--- src/rtl/mem_stage_pkg.sv ---
// rtl/mem_stage_pkg.sv - shared types and constants for the memory stage
package mem_stage_pkg;

    localparam int XLEN = 32;

    // mem_opcode[1:0] is the access size, mem_opcode[2] selects zero-extension on loads
    localparam logic [1:0] MEM_SIZE_BYTE = 2'd0;
    localparam logic [1:0] MEM_SIZE_HALF = 2'd1;
    localparam logic [1:0] MEM_SIZE_WORD = 2'd2;
    localparam int         MEM_OP_UNSIGNED_BIT = 2;

    typedef enum logic [1:0] {
        MS_IDLE  = 2'd0,
        MS_REQ   = 2'd1,
        MS_RESP  = 2'd2,
        MS_DRAIN = 2'd3
    } mem_state_e;

    typedef struct packed {
        logic valid;
        logic mem_read;
        logic mem_write;
        logic reg_write;
        logic csr_read;
        logic csr_write;
        logic mret;
    } ex2mem_pipeline_ctrl_t;

    typedef struct packed {
        logic illegal_instruction;
        logic ecall;
        logic ebreak;
    } ex2mem_pipeline_exc_t;

    typedef struct packed {
        logic [XLEN-1:0] alu_out;
        logic [XLEN-1:0] mem_writedata;
        logic [2:0]      mem_opcode;
        logic [4:0]      reg_regid;
        logic [XLEN-1:0] pc;
        logic [XLEN-1:0] instruction;
    } ex2mem_pipeline_data_t;

    typedef struct packed {
        logic valid;
        logic reg_write;
        logic csr_read;
        logic csr_write;
        logic mret;
    } mem2wb_pipeline_ctrl_t;

    typedef struct packed {
        logic illegal_instruction;
        logic ecall;
        logic ebreak;
        logic exception_load_addr_misaligned;
        logic exception_store_addr_misaligned;
    } mem2wb_pipeline_exc_t;

    typedef struct packed {
        logic [XLEN-1:0] alu_out;
        logic [XLEN-1:0] reg_writedata;
        logic [4:0]      reg_regid;
        logic [XLEN-1:0] pc;
        logic [XLEN-1:0] instruction;
    } mem2wb_pipeline_data_t;

    // Halfwords must sit on even addresses, words on multiples of four
    function automatic logic addr_misaligned(input logic [1:0] size, input logic [1:0] addr_lo);
        return ((size == MEM_SIZE_HALF) && addr_lo[0]) ||
               ((size == MEM_SIZE_WORD) && (addr_lo != 2'b00));
    endfunction

endpackage

--- src/rtl/mem_stage_if.sv ---
// rtl/mem_stage_if.sv - data bus between the memory stage and the memory system
interface mem_stage_if #(
    parameter int DATA_W = 32,
    parameter int ADDR_W = 32
) ();
    logic [ADDR_W-1:0]   dbus_address;
    logic                dbus_read;
    logic                dbus_write;
    logic [DATA_W/8-1:0] dbus_byteenable;
    logic [DATA_W-1:0]   dbus_writedata;
    logic                dbus_waitrequest;
    logic                dbus_readdatavalid;
    logic [DATA_W-1:0]   dbus_readdata;

    modport master (
        output dbus_address, dbus_read, dbus_write, dbus_byteenable, dbus_writedata,
        input  dbus_waitrequest, dbus_readdatavalid, dbus_readdata
    );

    modport slave (
        input  dbus_address, dbus_read, dbus_write, dbus_byteenable, dbus_writedata,
        output dbus_waitrequest, dbus_readdatavalid, dbus_readdata
    );
endinterface

--- src/rtl/lsu_align.sv ---
// rtl/lsu_align.sv - byte-lane enables, store replication, load extraction and extension
module lsu_align
    import mem_stage_pkg::*;
#(
    parameter int DATA_W = 32
) (
    input  logic [1:0]          addr_lo_i,
    input  logic [1:0]          size_i,
    input  logic                unsigned_i,
    input  logic [DATA_W-1:0]   store_data_i,
    input  logic [DATA_W-1:0]   load_data_i,
    output logic [DATA_W/8-1:0] byteenable_o,
    output logic [DATA_W-1:0]   store_data_o,
    output logic [DATA_W-1:0]   load_data_o
);
    localparam int NB = DATA_W / 8;

    logic [7:0]  load_byte;
    logic [15:0] load_half;

    // Pick the addressed lane(s) from the bus word
    assign load_byte = load_data_i[{addr_lo_i, 3'b000} +: 8];
    assign load_half = load_data_i[{addr_lo_i[1], 4'b0000} +: 16];

    // Lane mask, replicated store data and extended load data per access size
    always_comb begin
        byteenable_o = {NB{1'b1}};
        store_data_o = store_data_i;
        load_data_o  = load_data_i;
        case (size_i)
            MEM_SIZE_BYTE: begin
                byteenable_o = NB'(1) << addr_lo_i;
                store_data_o = {NB{store_data_i[7:0]}};
                load_data_o  = {{(DATA_W-8){load_byte[7] & ~unsigned_i}}, load_byte};
            end
            MEM_SIZE_HALF: begin
                byteenable_o = NB'(3) << addr_lo_i;
                store_data_o = {(NB/2){store_data_i[15:0]}};
                load_data_o  = {{(DATA_W-16){load_half[15] & ~unsigned_i}}, load_half};
            end
            default: begin
                byteenable_o = {NB{1'b1}};
                store_data_o = store_data_i;
                load_data_o  = load_data_i;
            end
        endcase
    end
endmodule

--- src/rtl/mem_stage.sv ---
// rtl/mem_stage.sv - pipeline memory stage: data bus sequencing and MEM/WB register
module mem_stage
    import mem_stage_pkg::*;
#(
    parameter int DATA_W = 32,
    parameter int ADDR_W = 32
) (
    input  logic                  clk,
    input  logic                  rst,
    input  logic                  mem_flush,
    input  ex2mem_pipeline_ctrl_t ex2mem_pipeline_ctrl,
    input  ex2mem_pipeline_exc_t  ex2mem_pipeline_exc,
    input  ex2mem_pipeline_data_t ex2mem_pipeline_data,
    mem_stage_if.master           dbus,
    output logic                  mem_stall_req,
    output mem2wb_pipeline_ctrl_t mem2wb_pipeline_ctrl,
    output mem2wb_pipeline_exc_t  mem2wb_pipeline_exc,
    output mem2wb_pipeline_data_t mem2wb_pipeline_data
);
    mem_state_e state_q, state_d;

    logic [1:0]        size;
    logic [1:0]        addr_lo;
    logic              is_load, is_store, is_mem, misaligned;
    logic              in_issue, access, accepted;
    logic              complete, stall;
    logic [DATA_W-1:0] load_ext;

    assign size       = ex2mem_pipeline_data.mem_opcode[1:0];
    assign addr_lo    = ex2mem_pipeline_data.alu_out[1:0];
    assign is_load    = ex2mem_pipeline_ctrl.valid & ex2mem_pipeline_ctrl.mem_read;
    assign is_store   = ex2mem_pipeline_ctrl.valid & ex2mem_pipeline_ctrl.mem_write
                      & ~ex2mem_pipeline_ctrl.mem_read;
    assign is_mem     = is_load | is_store;
    assign misaligned = addr_misaligned(size, addr_lo);
    assign in_issue   = (state_q == MS_IDLE) || (state_q == MS_REQ);
    assign access     = in_issue & is_mem & ~misaligned & ~mem_flush;
    assign accepted   = access & ~dbus.dbus_waitrequest;

    // Strobes are forced low during reset so a stale state cannot leak a request
    assign dbus.dbus_read    = access & is_load & ~rst;
    assign dbus.dbus_write   = access & is_store & ~rst;
    assign dbus.dbus_address = {ex2mem_pipeline_data.alu_out[ADDR_W-1:2], 2'b00};
    assign mem_stall_req     = stall & ~rst;

    lsu_align #(.DATA_W(DATA_W)) u_lsu_align (
        .addr_lo_i    (addr_lo),
        .size_i       (size),
        .unsigned_i   (ex2mem_pipeline_data.mem_opcode[MEM_OP_UNSIGNED_BIT]),
        .store_data_i (ex2mem_pipeline_data.mem_writedata),
        .load_data_i  (dbus.dbus_readdata),
        .byteenable_o (dbus.dbus_byteenable),
        .store_data_o (dbus.dbus_writedata),
        .load_data_o  (load_ext)
    );

    // Next state, stall request and completion of the instruction held in EX/MEM
    always_comb begin
        state_d  = state_q;
        stall    = 1'b0;
        complete = 1'b0;
        case (state_q)
            MS_IDLE, MS_REQ: begin
                if (access) begin
                    if (accepted && is_load) begin
                        state_d = MS_RESP;
                        stall   = 1'b1;
                    end else if (accepted) begin
                        state_d  = MS_IDLE;
                        complete = 1'b1;
                    end else begin
                        state_d = MS_REQ;
                        stall   = 1'b1;
                    end
                end else begin
                    // Non-memory ops and misaligned accesses retire here; a flush kills it
                    state_d  = MS_IDLE;
                    complete = ex2mem_pipeline_ctrl.valid & ~mem_flush;
                end
            end
            MS_RESP: begin
                if (dbus.dbus_readdatavalid) begin
                    state_d  = MS_IDLE;
                    complete = ~mem_flush;
                end else begin
                    stall = 1'b1;
                    if (mem_flush) begin
                        state_d = MS_DRAIN;
                    end
                end
            end
            MS_DRAIN: begin
                stall = 1'b1;
                if (dbus.dbus_readdatavalid) begin
                    state_d = MS_IDLE;
                end
            end
            default: begin
                state_d = MS_IDLE;
            end
        endcase
    end

    // Bus sequencing state; reset abandons any outstanding response
    always_ff @(posedge clk) begin
        if (rst) begin
            state_q <= MS_IDLE;
        end else begin
            state_q <= state_d;
        end
    end

    // MEM/WB control and exceptions: results on completion, bubble otherwise
    always_ff @(posedge clk) begin
        if (rst) begin
            mem2wb_pipeline_ctrl <= '0;
            mem2wb_pipeline_exc  <= '0;
        end else if (complete) begin
            mem2wb_pipeline_ctrl.valid     <= 1'b1;
            mem2wb_pipeline_ctrl.reg_write <= ex2mem_pipeline_ctrl.reg_write;
            mem2wb_pipeline_ctrl.csr_read  <= ex2mem_pipeline_ctrl.csr_read;
            mem2wb_pipeline_ctrl.csr_write <= ex2mem_pipeline_ctrl.csr_write;
            mem2wb_pipeline_ctrl.mret      <= ex2mem_pipeline_ctrl.mret;
            mem2wb_pipeline_exc.illegal_instruction            <= ex2mem_pipeline_exc.illegal_instruction;
            mem2wb_pipeline_exc.ecall                          <= ex2mem_pipeline_exc.ecall;
            mem2wb_pipeline_exc.ebreak                         <= ex2mem_pipeline_exc.ebreak;
            mem2wb_pipeline_exc.exception_load_addr_misaligned <= is_load & misaligned;
            mem2wb_pipeline_exc.exception_store_addr_misaligned <= is_store & misaligned;
        end else begin
            mem2wb_pipeline_ctrl <= '0;
            mem2wb_pipeline_exc  <= '0;
        end
    end

    // MEM/WB payload is only meaningful alongside valid, so it is not reset
    always_ff @(posedge clk) begin
        if (complete) begin
            mem2wb_pipeline_data.alu_out       <= ex2mem_pipeline_data.alu_out;
            mem2wb_pipeline_data.reg_writedata <= is_load ? load_ext : ex2mem_pipeline_data.alu_out;
            mem2wb_pipeline_data.reg_regid     <= ex2mem_pipeline_data.reg_regid;
            mem2wb_pipeline_data.pc            <= ex2mem_pipeline_data.pc;
            mem2wb_pipeline_data.instruction   <= ex2mem_pipeline_data.instruction;
        end
    end
endmodule

--- src/flat_wrapper.sv ---
// flat-port wrapper written by rule: the top's interface ports become plain ports
module mem_stage_flat import mem_stage_pkg::*;
#(
    parameter int DATA_W = 32,
    parameter int ADDR_W = 32
)
  (clk, rst, mem_flush, ex2mem_pipeline_ctrl, ex2mem_pipeline_exc, ex2mem_pipeline_data, mem_stall_req, mem2wb_pipeline_ctrl, mem2wb_pipeline_exc, mem2wb_pipeline_data, dbus_dbus_address, dbus_dbus_read, dbus_dbus_write, dbus_dbus_byteenable, dbus_dbus_writedata, dbus_dbus_waitrequest, dbus_dbus_readdatavalid, dbus_dbus_readdata);
  mem_stage_if #(.DATA_W(DATA_W), .ADDR_W(ADDR_W)) dbus_i ();
  input  logic clk;
  input  logic rst;
  input  logic mem_flush;
  input  ex2mem_pipeline_ctrl_t ex2mem_pipeline_ctrl;
  input  ex2mem_pipeline_exc_t ex2mem_pipeline_exc;
  input  ex2mem_pipeline_data_t ex2mem_pipeline_data;
  output logic mem_stall_req;
  output mem2wb_pipeline_ctrl_t mem2wb_pipeline_ctrl;
  output mem2wb_pipeline_exc_t mem2wb_pipeline_exc;
  output mem2wb_pipeline_data_t mem2wb_pipeline_data;
  output wire logic [$bits(dbus_i.dbus_address)-1:0] dbus_dbus_address;
  output wire logic [$bits(dbus_i.dbus_read)-1:0] dbus_dbus_read;
  output wire logic [$bits(dbus_i.dbus_write)-1:0] dbus_dbus_write;
  output wire logic [$bits(dbus_i.dbus_byteenable)-1:0] dbus_dbus_byteenable;
  output wire logic [$bits(dbus_i.dbus_writedata)-1:0] dbus_dbus_writedata;
  input wire logic [$bits(dbus_i.dbus_waitrequest)-1:0] dbus_dbus_waitrequest;
  input wire logic [$bits(dbus_i.dbus_readdatavalid)-1:0] dbus_dbus_readdatavalid;
  input wire logic [$bits(dbus_i.dbus_readdata)-1:0] dbus_dbus_readdata;
  assign dbus_dbus_address = dbus_i.dbus_address;
  assign dbus_dbus_read = dbus_i.dbus_read;
  assign dbus_dbus_write = dbus_i.dbus_write;
  assign dbus_dbus_byteenable = dbus_i.dbus_byteenable;
  assign dbus_dbus_writedata = dbus_i.dbus_writedata;
  assign dbus_i.dbus_waitrequest = dbus_dbus_waitrequest;
  assign dbus_i.dbus_readdatavalid = dbus_dbus_readdatavalid;
  assign dbus_i.dbus_readdata = dbus_dbus_readdata;
  mem_stage #(.DATA_W(DATA_W), .ADDR_W(ADDR_W)) u_core (.clk(clk), .rst(rst), .mem_flush(mem_flush), .ex2mem_pipeline_ctrl(ex2mem_pipeline_ctrl), .ex2mem_pipeline_exc(ex2mem_pipeline_exc), .ex2mem_pipeline_data(ex2mem_pipeline_data), .dbus(dbus_i), .mem_stall_req(mem_stall_req), .mem2wb_pipeline_ctrl(mem2wb_pipeline_ctrl), .mem2wb_pipeline_exc(mem2wb_pipeline_exc), .mem2wb_pipeline_data(mem2wb_pipeline_data));
endmodule
--- config.mk ---
export PLATFORM = sky130hd
export DESIGN_NAME = mem_stage_flat
export DESIGN_NICKNAME = d
export VERILOG_FILES = /design/src/rtl/mem_stage_pkg.sv /design/src/rtl/mem_stage_if.sv /design/src/rtl/lsu_align.sv /design/src/rtl/mem_stage.sv /design/src/flat_wrapper.sv
export SDC_FILE = /design/constraint.sdc
export NUM_CORES = 1
export LEC_CHECK = 0
export ABC_AREA = 0
export BUFFER_PORTS_ARGS = -buffer_cell sky130_fd_sc_hd__buf_4
export CORE_AREA = 3 3 155 157
export DETAILED_ROUTE_END_ITERATION = 6
export DIE_AREA = 0 0 158 160
export GPL_TIMING_DRIVEN = 1
export HOLD_SLACK_MARGIN = 0.05
export SLEW_MARGIN = 20
export SYNTH_ARGS = -nofsm -noshare
export SYNTH_HDL_FRONTEND = slang
export SYNTH_HIERARCHICAL = 1
export SYNTH_SLANG_ARGS = --single-unit
--- constraint.sdc ---
create_clock -name clk -period 15.2 [get_ports clk]
set_input_delay 2.28 -clock clk [delete_from_list [all_inputs] [get_ports clk]]
set_output_delay 2.28 -clock clk [all_outputs]
set_load 0.01 [all_outputs]
==> flow_metrics.env <==
export IMPL_outcome="completed"
export IMPL_whs_ps=655.1
export IMPL_row_count=55
export IMPL_ys_ff_latch=145
export IMPL_vias=4929
export IMPL_route_antenna_remaining_nets=0
export IMPL_cp_arrival_ps=3890
export IMPL_internal_power_mw=0.7625
export IMPL_grt_usage_pct=16.97
export IMPL_clockRootBuffer="clkbuf_16"
export IMPL_p_sw_share_pct=26.22
export IMPL_netlist_instances=437
export IMPL_crit_family="compound AO/OA/AOI/OAI gates"
export IMPL_path_cells="buf_4 -> o21ai_0 -> o211ai_1 -> nor3_2 -> a31o_1 -> buf_4"
export IMPL_period_share_pct=40.58
export IMPL_cts_tree="done"
export IMPL_ys_warn_count=6
export IMPL_power_density_nw_per_um2=104.7
export IMPL_finalHoldViolCount=0
export IMPL_grt_pass1_vias=4997
export IMPL_dieArea_um2=25280
export IMPL_pwr_share_comb_pct=15.1
export IMPL_overflow=0
export IMPL_dp_cells=1056
export IMPL_hpwl_um=17770
export IMPL_grt_max_degree=74
export IMPL_cp_required_ps=12920
export IMPL_maxClockFrequency_mhz=162.1
export IMPL_synth_flop_cell="edfxtp_1"
export IMPL_final_area_um2=9876
export IMPL_coreArea_um2=22640
export IMPL_drt_wl_total_um=22740
export IMPL_synthArstFlopShare_pct=0
export IMPL_slew_headroom_pct=40.84
export IMPL_clkSinkCount=145
export IMPL_use_met1_pct=16.88
export IMPL_seq_area_frac_synth_pct=66.90
export IMPL_synth_top_area_share_pct=63.11
export IMPL_synth_most_common_cell="edfxtp_1"
export IMPL_drc_errors=0
export IMPL_synthTopCellsByCount="edfxtp_1 (133), nand2_1 (51), mux2_2 (48)"
export IMPL_utilization_pct=43.62
export IMPL_total_power_mw=1.034
export IMPL_crit_path_frequent_cell="buf_4"
export IMPL_clock_latency_ps=420
export IMPL_diodes=0
export IMPL_crit_fanout=73
export IMPL_start_util_pct=27.95
export IMPL_syn_cell_area_um2=6329
export IMPL_synth_edf_count=133
export IMPL_gp_congestion=0.8861
export IMPL_crit_type="input pin to output pin"
export IMPL_nFillCells=2122
export IMPL_cts_setup_buffers=0
export IMPL_antenna_found_initial=0
export IMPL_yosysTopAreaCell="edfxtp_1"
export IMPL_vdd_drop_max_mv=0.07401
export IMPL_grt_pass1_wl_um=31630
export IMPL_p_clk_share_pct=40.4
export IMPL_instances_no_fill=1088
export IMPL_setup_tns_ps=0
export IMPL_leakage_nw=4.253
export IMPL_io_buffers=394
export IMPL_cts_resized=0
export IMPL_viasPerCell=4.530
export IMPL_top_usage_layer="met2"
export IMPL_cpPeakStageDelay_ps=550
export IMPL_start_kind="input pin"
export IMPL_die_h_um=160
export IMPL_routedWlPerCell_um=20.90
export IMPL_areaGrowthSynthToFinish_pct=56.05
export IMPL_preCtsSetupSlack_ps=9007
export IMPL_ys_types=44
export IMPL_synth_area_per_cell_um2=14.48
export IMPL_place_area_um2=9266
export IMPL_cts_hold_repair_buffers=0
export IMPL_clkSlewWorstSetupHoldPaths_ps=70
export IMPL_seq_power_share_pct=44.5
export IMPL_rsz0062_at_grt="no"
export IMPL_cts_buffers=17
export IMPL_worst_pin_slew_ps=887.4
export IMPL_cp_depth=6
export IMPL_die_x_um=158
export IMPL_skew_ps=12.14
export IMPL_fin_nets=973
export IMPL_min_period_ps=6169
export IMPL_cap_viol_max_count=0
export IMPL_ios=397
export IMPL_htree_levels=4
export IMPL_first_pass_iters=4
export IMPL_slowest_stage="buf_4"
export IMPL_grt_use_met3_pct=6.965
export IMPL_critPathCaptureType="output pin"
export IMPL_switching_power_mw=0.2710
export IMPL_final_max_slew_viol_count=0
export IMPL_fin_ws_ps=9031
export IMPL_setup_viol=0
export IMPL_crit_buf_inv=2
export IMPL_synthTopCellsByArea="edfxtp_1 (63%), mux2_2 (8.5%), buf_4 (4.7%), dfxtp_1 (3.8%), nand2_1 (3.0%)"
export IMPL_hold_path_depth=3
export IMPL_hold_path_class="flip-flop to flip-flop"
export IMPL_first_iter_violations=232
export IMPL_drive_above_1_share_pct=60.40
export IMPL_ff2ff_path_depth=4
export IMPL_grt_util_met2_pct=32.02
export IMPL_clk_path_buf_depth=2
[cells by family after synthesis]
| group | Yosys count | synth area share (%) |
|---|---|---|
| compound gates | 63 | 7.394 |
| buf+inv | 74 | 7.236 |
| flops | 145 | 66.90 |
| mux | 58 | 10.32 |
| other cells | 1 | 0.05926 |
| simple gates | 96 | 8.087 |
[flip-flops by register name, summed over array words and instances (netlist names)]
register                     count
u_core/mem2wb_pipeline_ctrl      5
u_core/state_q                   2
u_core/mem2wb_pipeline_exc       5
u_core/mem2wb_pipeline_data    133
[layout by cell type (no fill, tap or decap), types with 9 or more instances in the layout]
cell type	Yosys	routed
mux2i_1	9	9
buf_4	40	396
a21oi_1	10	10
a221o_1	15	15
o21ai_0	19	19
mux2_2	48	48
dfxtp_1	12	12
clkbuf_16	0	17
nand2_1	51	50
inv_1	11	11
edfxtp_1	133	133
[worst register-to-register path: stages, from the launching register on]
cell and delay, ps:
dfxtp_1 360, nor3b_4 330, o2bb2ai_4 140, buf_4 660
buf_4 900
[per-layer routing]
layer  up-vias  wire length (um)
met2       260             12280
met4         0               413
met3        19              2600
li1       2299                 -
met1      2351              7454
met5         -                 0
[final cells by class]
type	count	area (um2)	share of cell area, %
sequential	145	4234	42.87
tap	285	356.6	3.611
multi-input combinational	219	1662	16.83
clock inverter	15	183.9	1.862
inverter	11	41.29	0.4181
clock buffer	17	425.4	4.308
timing repair buffer	396	2973	30.10
[path summary, 6_finish.rpt]
path                                       start                                        end  slack (ps)
setup / recovery        ex2mem_pipeline_data[70]                              mem_stall_req        9030
hold / removal    u_core/state_q[0]$_SDFFE_PP0P_             u_core/state_q[0]$_SDFFE_PP0P_         660
setup reg to reg  u_core/state_q[1]$_SDFFE_PP0P_  u_core/mem2wb_pipeline_data[97]$_DFFE_PP_       12390
hold reg to reg   u_core/state_q[0]$_SDFFE_PP0P_             u_core/state_q[0]$_SDFFE_PP0P_         660
[power groups by stage]
stage	Clock (mW)	Sequential, mW	Combinational (mW)
2_1_floorplan	0	0.482	0.0579
3_3_place_gp	0	0.469	0.157
3_5_place_dp	0	0.469	0.158
4_1_cts	0.427	0.460	0.159
5_1_grt	0.444	0.462	0.168
6_report	0.417	0.460	0.156
(Power assumes the default switching activity.)
